==> src/rtl/increment_16.sv <==
// rtl/increment_16.sv - 16-bit incrementer with block lookahead carry and registered copy
module increment_16 (
    output logic [15:0] out,
    input  logic [15:0] in,
    input  logic        clk,
    input  logic        rst_n,
    output logic        cout,
    output logic [15:0] out_q,
    output logic        cout_q
);

    logic [3:0]  blk_p;
    logic [3:0]  blk_cin;
    logic [15:0] sum;
    logic [15:0] out_d;
    logic        cout_d;

    // A block propagates the incoming carry only when all four of its bits are ones.
    assign blk_p[0] = &in[3:0];
    assign blk_p[1] = &in[7:4];
    assign blk_p[2] = &in[11:8];
    assign blk_p[3] = &in[15:12];

    // Constant carry-in of 1 enters block 0; higher blocks look ahead over all lower ones.
    assign blk_cin[0] = 1'b1;
    assign blk_cin[1] = blk_p[0];
    assign blk_cin[2] = blk_p[0] & blk_p[1];
    assign blk_cin[3] = blk_p[0] & blk_p[1] & blk_p[2];

    always_comb begin
        logic c;
        c   = 1'b0;
        sum = '0;
        for (int b = 0; b < 4; b++) begin
            c = blk_cin[b];
            for (int j = 0; j < 4; j++) begin
                sum[4*b+j] = in[4*b+j] ^ c;
                c          = c & in[4*b+j];
            end
        end
    end

    assign out  = sum;
    assign cout = &blk_p;

    always_comb begin
        out_d  = out;
        cout_d = cout;
    end

    always_ff @(posedge clk) begin
        if (!rst_n) begin
            out_q  <= 16'h0000;
            cout_q <= 1'b0;
        end else begin
            out_q  <= out_d;
            cout_q <= cout_d;
        end
    end

endmodule

==> config.mk <==
export PLATFORM = sky130hd
export DESIGN_NAME = increment_16
export DESIGN_NICKNAME = d
export VERILOG_FILES = /design/src/rtl/increment_16.sv
export SDC_FILE = /design/constraint.sdc
export NUM_CORES = 1
export LEC_CHECK = 0
export ABC_CLOCK_PERIOD_IN_PS = 4200
export BUFFER_PORTS_ARGS = -buffer_cell sky130_fd_sc_hd__buf_2
export CAP_MARGIN = 10
export CORE_MARGIN = 4
export CORE_UTILIZATION = 40
export CTS_BUF_LIST = sky130_fd_sc_hd__clkbuf_4 sky130_fd_sc_hd__clkbuf_8
export CTS_CLUSTER_DIAMETER = 200
export DETAILED_ROUTE_END_ITERATION = 16
export HOLD_SLACK_MARGIN = 0.02
export PLACE_DENSITY = 0.8
export SLEW_MARGIN = 10
export SYNTH_ARGS = -nofsm -noshare
export SYNTH_HDL_FRONTEND = slang
export SYNTH_SLANG_ARGS = --single-unit
==> constraint.sdc <==
create_clock -name clk -period 4.2 [get_ports clk]
set_input_delay 1.26 -clock clk [delete_from_list [all_inputs] [get_ports clk]]
set_output_delay 1.26 -clock clk [all_outputs]
set_load 0.01 [all_outputs]
==> results.sh <==
export IMPL_cts_resized=0
export IMPL_grt_pass1_vias=637
export IMPL_critical_path_class="in -> out"
export IMPL_rsz0062_at_grt="no"
export IMPL_syn_mean_instance_area_um2=11.6
export IMPL_netlist_instances=60
export IMPL_switching_share_pct=24.5
export IMPL_place_inst=126
export IMPL_final_cell_mix="51 x buf_2, 17 x dfxtp_1, 15 x and2_1"
export IMPL_clkPwrFrac_pct=27.6
export IMPL_dr_wl_met2_um=846
export IMPL_dr_pass1_iters=4
export IMPL_report_final_slew_viol_count=0
export IMPL_synthDistinctLibCells=13
export IMPL_arrival_ns=2.73
export IMPL_finalNonFillerCells=130
export IMPL_synth_area_um2=696
export IMPL_crit_buf_inv=2
export IMPL_crit_required_ns=2.94
export IMPL_tns_ns=0
export IMPL_status="finished, final reports clean"
export IMPL_cts_root_buf="clkbuf_4"
export IMPL_ir_drop_mv=0.161
export IMPL_power_leakage_nw=0.565
export IMPL_cp_end_kind="output port"
export IMPL_slew_headroom_pct=84.9
export IMPL_antenna_found_initial=0
export IMPL_yosys_register_bits=17
export IMPL_synth_area_leaders="dfxtp_1 49%, ha_1 20%, and2_1 13%"
export IMPL_first_iter_violations=5
export IMPL_crit_cells=9
export IMPL_intPower_mw=0.240
export IMPL_hold_slack_ns=1.18
export IMPL_cts_inserted_buffers=3
export IMPL_die_h_um=49.7
export IMPL_cts_setup_buffers=0
export IMPL_max_cap_viol_count=0
export IMPL_crit_path_start_kind="input pin"
export IMPL_routed_wl_met3_um=160
export IMPL_syn_nets=89
export IMPL_cts_tree="yes"
export IMPL_grt_max_degree=18
export IMPL_top_layer_used="met4"
export IMPL_synth_warnings=0
export IMPL_cts_buffer_depth=2
export IMPL_via_count=615
export IMPL_initial_utilization_pct=44.1
export IMPL_grt_pass1_wl_um=2720
export IMPL_crit_chain="buf_2 -> ha_1 -> nand3_1 -> nor3_1 -> ha_1 -> ha_1 -> ha_1 -> xor2_1 -> buf_2"
export IMPL_htree_levels=1
export IMPL_area_growth_pct=43.2
export IMPL_cp_max_fo=4
export IMPL_grt_overflow_total=0
export IMPL_drt_total_wl_um=1610
export IMPL_yosysTopAreaCell="dfxtp_1"
export IMPL_antenna_left=0
export IMPL_dieArea_mm2=0.00247
export IMPL_setup_violations=0
export IMPL_fp_dieW_um=49.7
export IMPL_finalCritPeriodShare_pct=95.0
export IMPL_period_needed_ns=3.99
export IMPL_core_area_mm2=0.00158
export IMPL_numClockSinks=17
export IMPL_path_delay_family="adder cells"
export IMPL_cpMaxStageDelayCell="nor3_1"
export IMPL_seqPwrFrac_pct=54.1
export IMPL_synth_top_area_share_pct=48.9
export IMPL_slowest_delay_ns=0.21
export IMPL_power_frac_comb_pct=18.3
export IMPL_crit_start="in[0]"
export IMPL_num_antenna_cells=0
export IMPL_port_buffers=51
export IMPL_endpoint="out[15]"
export IMPL_globalplace_congestion=0.643
export IMPL_rows=14
export IMPL_p_per_area_mw_per_mm2=319
export IMPL_ioPinCount=52
export IMPL_critPathMostFrequentCell="ha_1"
export IMPL_grt_util_all_layers_pct=14.0
export IMPL_holdCritPathClass="in -> reg"
export IMPL_fmax_mhz=251
export IMPL_nNetsFinal=144
export IMPL_yosysSeqAreaShare_pct=48.9
export IMPL_p_sw_mw=0.0779
export IMPL_viasPerCell=4.73
export IMPL_avgRoutedWirePerCell_um=12.4
export IMPL_hpwlAfterDp_um=1420
export IMPL_worst_slew_pin_slew_ns=0.227
export IMPL_drc_errors=0
export IMPL_met1_length_um=595
export IMPL_clk_pin_slew_ns=0.09
export IMPL_cts_hold_fix_buffers=0
export IMPL_final_layout_size_suffix_gt1_share_pct=50.9
export IMPL_final_common_cell="buf_2"
export IMPL_hold_viol=0
-- flip-flops by register name, summed over array words and instances (netlist names) --
| name | count |
|---|---|
| out_q | 16 |
| cout_q | 1 |
-- metrics by stage --
| stage | setup WS, ns | power [mW] | cell area [um^2] | utilization (%) |
|---|---|---|---|---|
| global placement | 0.245 | 0.233 | 966 | 61.3 |
| detailed placement | 0.191 | 0.235 | 966 | 61.3 |
| floorplan | 0.483 | 0.204 | 696 | - |
| finish | 0.208 | 0.318 | 996 | 63.2 |
| global route | 0.0936 | 0.341 | 996 | 63.2 |
| CTS | 0.190 | 0.322 | 996 | 63.2 |
-- worst min-delay path by stage --
stage,from,end,slack [ns],cells after the start
3_5_place_dp,in[0],out_q[0]$_SDFF_PN0_,1.48,2
3_3_place_gp,in[0],out_q[0]$_SDFF_PN0_,1.45,2
5_1_grt,in[0],out_q[0]$_SDFF_PN0_,1.18,2
2_1_floorplan,in[0],out_q[0]$_SDFF_PN0_,1.33,1
6_report,in[0],out_q[0]$_SDFF_PN0_,1.18,2
4_1_cts,in[0],out_q[0]$_SDFF_PN0_,1.18,2
-- synth_stat cells (all sizes together) --
library cell  instances
and2                 15
buf                   1
dfxtp                17
ha                   11
inv                   2
nand3                 1
nand4                 4
nor2                  1
nor2b                 1
nor3                  1
nor4                  2
xor2                  4
-- power groups by stage --
stage	sequential [mW]	combinational, mW	clock, mW
2_1_floorplan	0.181	0.0227	0
3_3_place_gp	0.176	0.0577	0
3_5_place_dp	0.176	0.0592	0
4_1_cts	0.172	0.0595	0.0907
5_1_grt	0.173	0.0651	0.103
6_report	0.172	0.0583	0.0878
-- final cells by class --
type,instances,area (um^2)
Multi-Input combinational cell,40,343
Tap cell,16,20.0
Timing Repair Buffer,51,255
Clock buffer,4,30.0
Fill cell,154,581
Inverter,2,7.51
Sequential cell,17,340
-- metal layers --
metal / track usage [%] / vias to the layer above
li1: - / 312
met1: 14.5 / 272
met2: 26.2 / 29
met3: 4.52 / 2
met4: 4.15 / 0
met5: 0 / -
-- cells by family (layout without fill, tap and decap cells) --
group,Yosys count,in the layout,synth area share (%)
buffers and inverters,3,57,1.80
AND/OR/NAND/NOR,25,25,24.5
XOR/XNOR,4,4,5.04
flip-flops,17,17,48.9
adder cells (fa/ha/maj),11,11,19.8
No activity file was read; power rests on OpenSTA's default activity.
